$ cat src/rtl/jk_bank_sequencer.sv
// jk_bank_sequencer
//   Drives the J/K pins of a bank of WIDTH external JK flip-flops that share
//   `clock`. One command at a time is accepted over a valid/ready handshake
//   and turned into per-bit J/K patterns: clear, parallel load, or count
//   up/down for a programmed number of clocks. Counting reads the live bank
//   outputs `q`, so each toggle decision uses the value present in the same
//   cycle.
//
// Ports
//   clock      rising-edge clock, shared with the flop bank
//   resetn     synchronous active-low reset
//   cmd_valid  command present
//   cmd_ready  controller can accept a command
//   cmd_op     00 clear, 01 load, 10 count up, 11 count down
//   cmd_data   load value (op 01 only)
//   cmd_steps  clock count for ops 10/11 (0 completes with no J/K activity)
//   q          Q outputs fed back from the bank
//   j, k       J/K inputs of each flop (combinational)
//   busy       command in progress
//   done       one-cycle completion pulse
module jk_bank_sequencer #(
  parameter int unsigned WIDTH  = 4,
  parameter int unsigned STEP_W = 8
) (
  input  logic              clock,
  input  logic              resetn,
  input  logic              cmd_valid,
  output logic              cmd_ready,
  input  logic [1:0]        cmd_op,
  input  logic [WIDTH-1:0]  cmd_data,
  input  logic [STEP_W-1:0] cmd_steps,
  input  logic [WIDTH-1:0]  q,
  output logic [WIDTH-1:0]  j,
  output logic [WIDTH-1:0]  k,
  output logic              busy,
  output logic              done
);

  typedef enum logic [1:0] {
    IDLE = 2'd0,
    EXEC = 2'd1,
    DONE = 2'd2
  } state_t;

  typedef enum logic [1:0] {
    OP_CLR  = 2'b00,
    OP_LOAD = 2'b01,
    OP_UP   = 2'b10,
    OP_DOWN = 2'b11
  } op_t;

  state_t             state;
  op_t                op_r;
  logic [WIDTH-1:0]   data_r;
  logic [STEP_W-1:0]  cnt;

  logic [WIDTH-1:0]   tog_up;
  logic [WIDTH-1:0]   tog_dn;

  // Control path. cmd_ready/busy/done are registered; cmd_ready is held low
  // for the reset edge and rises one edge after release.
  always_ff @(posedge clock) begin
    if (!resetn) begin
      state     <= IDLE;
      op_r      <= OP_CLR;
      data_r    <= '0;
      cnt       <= '0;
      cmd_ready <= 1'b0;
      busy      <= 1'b0;
      done      <= 1'b0;
    end else begin
      case (state)
        IDLE: begin
          done <= 1'b0;
          if (cmd_valid && cmd_ready) begin
            op_r      <= op_t'(cmd_op);
            data_r    <= cmd_data;
            cnt       <= cmd_steps;
            cmd_ready <= 1'b0;
            busy      <= 1'b1;
            // A zero-length count finishes without ever driving the bank.
            if (cmd_op[1] && (cmd_steps == '0)) begin
              state <= DONE;
              done  <= 1'b1;
            end else begin
              state <= EXEC;
            end
          end else begin
            cmd_ready <= 1'b1;
          end
        end
        EXEC: begin
          // Clear/load last one cycle; counts leave when the counter reads 1,
          // giving exactly cmd_steps toggle cycles.
          if (!op_r[1] || (cnt == STEP_W'(1))) begin
            state <= DONE;
            done  <= 1'b1;
            cnt   <= '0;
          end else begin
            cnt <= cnt - STEP_W'(1);
          end
        end
        DONE: begin
          state     <= IDLE;
          done      <= 1'b0;
          busy      <= 1'b0;
          cmd_ready <= 1'b1;
        end
        default: begin
          state     <= IDLE;
          done      <= 1'b0;
          busy      <= 1'b0;
          cmd_ready <= 1'b0;
        end
      endcase
    end
  end

  // Ripple toggle enables: bit i toggles when all lower bits are 1 (up) or
  // all lower bits are 0 (down). Running AND avoids a self-referencing vector.
  always_comb begin
    logic run_up;
    logic run_dn;
    tog_up = '0;
    tog_dn = '0;
    run_up = 1'b1;
    run_dn = 1'b1;
    for (int unsigned i = 0; i < WIDTH; i++) begin
      tog_up[i] = run_up;
      tog_dn[i] = run_dn;
      run_up    = run_up & q[i];
      run_dn    = run_dn & ~q[i];
    end
  end

  always_comb begin
    j = '0;
    k = '0;
    if (state == EXEC) begin
      case (op_r)
        OP_CLR: begin
          j = '0;
          k = '1;
        end
        OP_LOAD: begin
          j = data_r;
          k = ~data_r;
        end
        OP_UP: begin
          j = tog_up;
          k = tog_up;
        end
        OP_DOWN: begin
          j = tog_dn;
          k = tog_dn;
        end
        default: begin
          j = '0;
          k = '0;
        end
      endcase
    end
  end

endmodule

$ cat config.mk
export PLATFORM = sky130hd
export DESIGN_NAME = jk_bank_sequencer
export DESIGN_NICKNAME = d
export VERILOG_FILES = /design/src/rtl/jk_bank_sequencer.sv
export SDC_FILE = /design/constraint.sdc
export NUM_CORES = 1
export LEC_CHECK = 0
export ABC_AREA = 1
export ABC_CLOCK_PERIOD_IN_PS = 1900
export BUFFER_PORTS_ARGS = -buffer_cell sky130_fd_sc_hd__buf_2
export CORE_MARGIN = 2
export CORE_UTILIZATION = 35
export CTS_CLUSTER_DIAMETER = 60
export DETAILED_ROUTE_END_ITERATION = 10
export GPL_ROUTABILITY_DRIVEN = 0
export PLACE_DENSITY_LB_ADDON = 0.08
export SETUP_SLACK_MARGIN = 0.05
export SYNTH_ARGS = -nofsm -noshare
export SYNTH_HDL_FRONTEND = slang
export SYNTH_SLANG_ARGS = --single-unit
$ cat constraint.sdc
create_clock -name clock -period 1.9 [get_ports clock]
set_input_delay 0.38 -clock clock [delete_from_list [all_inputs] [get_ports clock]]
set_output_delay 0.38 -clock clock [all_outputs]
set_load 0.02 [all_outputs]
==> flow_metrics.tcl <==
set metrics [dict create \
    synthCells 176 \
    buffer_ports.inserted 30 \
    critical_path_buf_inv_count 3 \
    n_antenna_cell 0 \
    cts_tree "done" \
    max_cap_viol_count 0 \
    synth.distinct_cells 25 \
    path_class "reg2out" \
    syn_to_final_growth_pct 22.8 \
    setup-violations-final 0 \
    cts_htree_levels 1 \
    total_power_uw 906 \
    rsz0062_at_grt "true" \
    die_area_um2 3690 \
    fillerInstances 352 \
    startpoint_type "flip-flop" \
    crit_family "simple AND/OR/NAND/NOR gates" \
    timing_hold_violations_final 0 \
    fp.coreArea_um2 3050 \
    hold_path.class "in2reg" \
    synth_area_per_cell_um2 6.41 \
    dr.first_iter.drc_count 51 \
    slew_viol_final 0 \
    ys_ff_latch 19 \
    worstPathArrival_ns 1.46 \
    yosysTopAreaCell "dfxtp_1" \
    hpwlAfterDp_um 1980 \
    ctsHoldBuffers 0 \
    detail-route-antenna-nets 0 \
    syn_area_um2 1130 \
    fmaxAchievable_mhz 545 \
    synth_top_area_share_pct 33.7 \
    finalClockSkew_ns 0.00517 \
    ys_top_cells_by_area "dfxtp_1 34%, o21ai_0 12%, nor2_1 11%, nand2_1 9.0%, a21oi_1 8.9%" \
    antenna_found_initial 0 \
    slew_headroom_pct 67.0 \
    io_pins 32 \
    crit_path_max_fanout 8 \
    finalNonFillerCells 250 \
    dpl.cell_count 245 \
    wire_per_inst_um 10.6 \
    clk_latency_ns 0.30 \
    fin_crit_ns 1.84 \
    critPathMaxStageDelay_ns 0.42 \
    power_density_nw_per_um2 653 \
    nets 230 \
    cts_buffers 3 \
    grt_pass1_vias 1054 \
    start_util_pct 37.0 \
    vias_per_cell 4.80 \
    grt_start_max_net_pins 17 \
    slowest_stage "dfxtp_4" \
    grt_usage_pct 16.6 \
    yosysSeqAreaShare_pct 33.7 \
    drive_gt1_share_pct 24.8 \
    drc 0 \
    die_h_um 60.8 \
    yosysWarnings 0 \
    cts_buffer_depth 2 \
    num_rows 20 \
    clkSinkCount 19 \
    crit_chain "inv_4 > nor2_4 > nand3_2 > nand2_2 > a21oi_1 > or2_1 > inv_1 > buf_6" \
    max-vdd-ir-drop_mv 0.305 \
    firstDrtPassIters 4 \
    clk_pin_slew_worst_paths_ns 0.12 \
    cts_root_buffer "clkbuf_4" \
    grt_pass1_wl_um 4600 \
    tightest_slew_ns 0.494 \
    drt_wl_total_um 2650 \
    required_ns 1.52 \
    power_leakage_nw 0.657 \
    syn-num-nets 199 \
    status "completed" \
    dr_total_vias 1201 \
    cp-end-kind "output port" \
    globalRoute.totalOverflow 0 \
    die_x_um 60.8 \
    fin_crit_sh_pct 96.6 \
]
through the flow:
step | setup slack [ns] | hold WS (ns) | utilization, % | cell area [um2] | setup TNS (ns)
2_1_floorplan | 0.444 | 0.471 | - | 1130 | 0
3_3_place_gp | 0.227 | 0.452 | 42.6 | 1300 | 0
3_5_place_dp | 0.205 | 0.456 | 42.6 | 1300 | 0
4_1_cts | 0.0435 | 0.318 | 44.2 | 1350 | 0
5_1_grt | -0.0457 | 0.339 | 45.4 | 1390 | -0.0740
6_report | 0.0644 | 0.325 | 45.4 | 1390 | 0
layer usage:
layer  up-vias  global-route usage, %  routed length (um)
li1        627                      -                   -
met1       549                   20.4                1220
met2        20                   29.0                1310
met3         5                   2.56                  74
met4         0                   6.52                  40
met5         -                      0                   0
cell usage in the layout, fill, tap and decap left out, drive strengths merged:
| cell type | n |
|---|---|
| clkbuf | 3 |
| and3 | 1 |
| nand4 | 1 |
| o21ai | 27 |
| inv | 21 |
| clkinv | 1 |
| nand2 | 29 |
| xnor2 | 1 |
| ha | 2 |
| a21oi | 20 |
| mux2i | 1 |
| buf | 32 |
| xor2 | 1 |
| o21bai | 1 |
| dfxtp | 19 |
| or2 | 2 |
| nor2 | 36 |
| nand3 | 8 |
sequential cells by signal, indices dropped and copies added (netlist names):
name	count
state	2
cnt	8
cmd_ready	1
busy	1
data_r	4
op_r	2
done	1
cell type report:
cell class / instances / area, um2 / share of cell area, %
repair buffers: 32 / 186 / 13.4
clock buffers: 3 / 22.5 / 1.62
clock inverters: 1 / 5.00 / 0.361
inverters: 21 / 83.8 / 6.05
multi-input cells: 130 / 646 / 46.6
well taps: 44 / 55.1 / 3.97
flip-flops and latches: 19 / 388 / 28.0
timing repair:
item,CTS,global route
buffers inserted,1,0
endpoints found under the setup margin,6,5
resized for setup,7,13
pin swaps,0,2
Yosys cell counts:
| library cell | instances |
|---|---|
| nand2_2 | 2 |
| buf_6 | 1 |
| nand4_1 | 1 |
| buf_1 | 1 |
| nand3_2 | 1 |
| dfxtp_1 | 19 |
| or2_1 | 2 |
| o21ai_1 | 1 |
| and3_1 | 1 |
| a21oi_1 | 20 |
| inv_2 | 3 |
| buf_4 | 2 |
| nor2_2 | 3 |
| mux2i_1 | 1 |
| inv_1 | 18 |
| o21ai_0 | 26 |
| xnor2_1 | 1 |
| ha_1 | 2 |
| buf_2 | 2 |
| o21bai_1 | 1 |
| nand3_1 | 7 |
| nor2_1 | 32 |
| nor2_4 | 1 |
| nand2_1 | 27 |
| xor2_1 | 1 |
power breakdown:
group          switching, mW  leakage (nW)  total [mW]  internal [mW]
clock network          0.135        0.0177       0.213         0.0784
registers             0.0331         0.158       0.464          0.431
logic                  0.138         0.482       0.229         0.0910
total                  0.306         0.657       0.906          0.600
worst paths after layout:
path                             startpoint   endpoint  slack [ns]  depth (start not counted)
worst max-delay path                op_r[1]       j[2]        0.06                          8
worst min register to register         busy       busy        0.47                          2
worst min-delay path            cmd_data[0]  data_r[0]        0.32                          3
worst max register to register     state[0]     cnt[5]        0.43                          6
cells by family after synthesis:
| family | share of synthesized area, % |
|---|---|
| flops | 33.7 |
| fa+ha+maj | 2.22 |
| simple gates | 29.6 |
| xor+xnor | 1.55 |
| compound gates | 21.5 |
| buf+inv | 10.5 |
| mux | 0.887 |
worst min-delay path: stages:
cell	delay, ns
buf_2	0.07
o21ai_0	0.07
nor2_1	0.07
(Power assumes the default switching activity.)
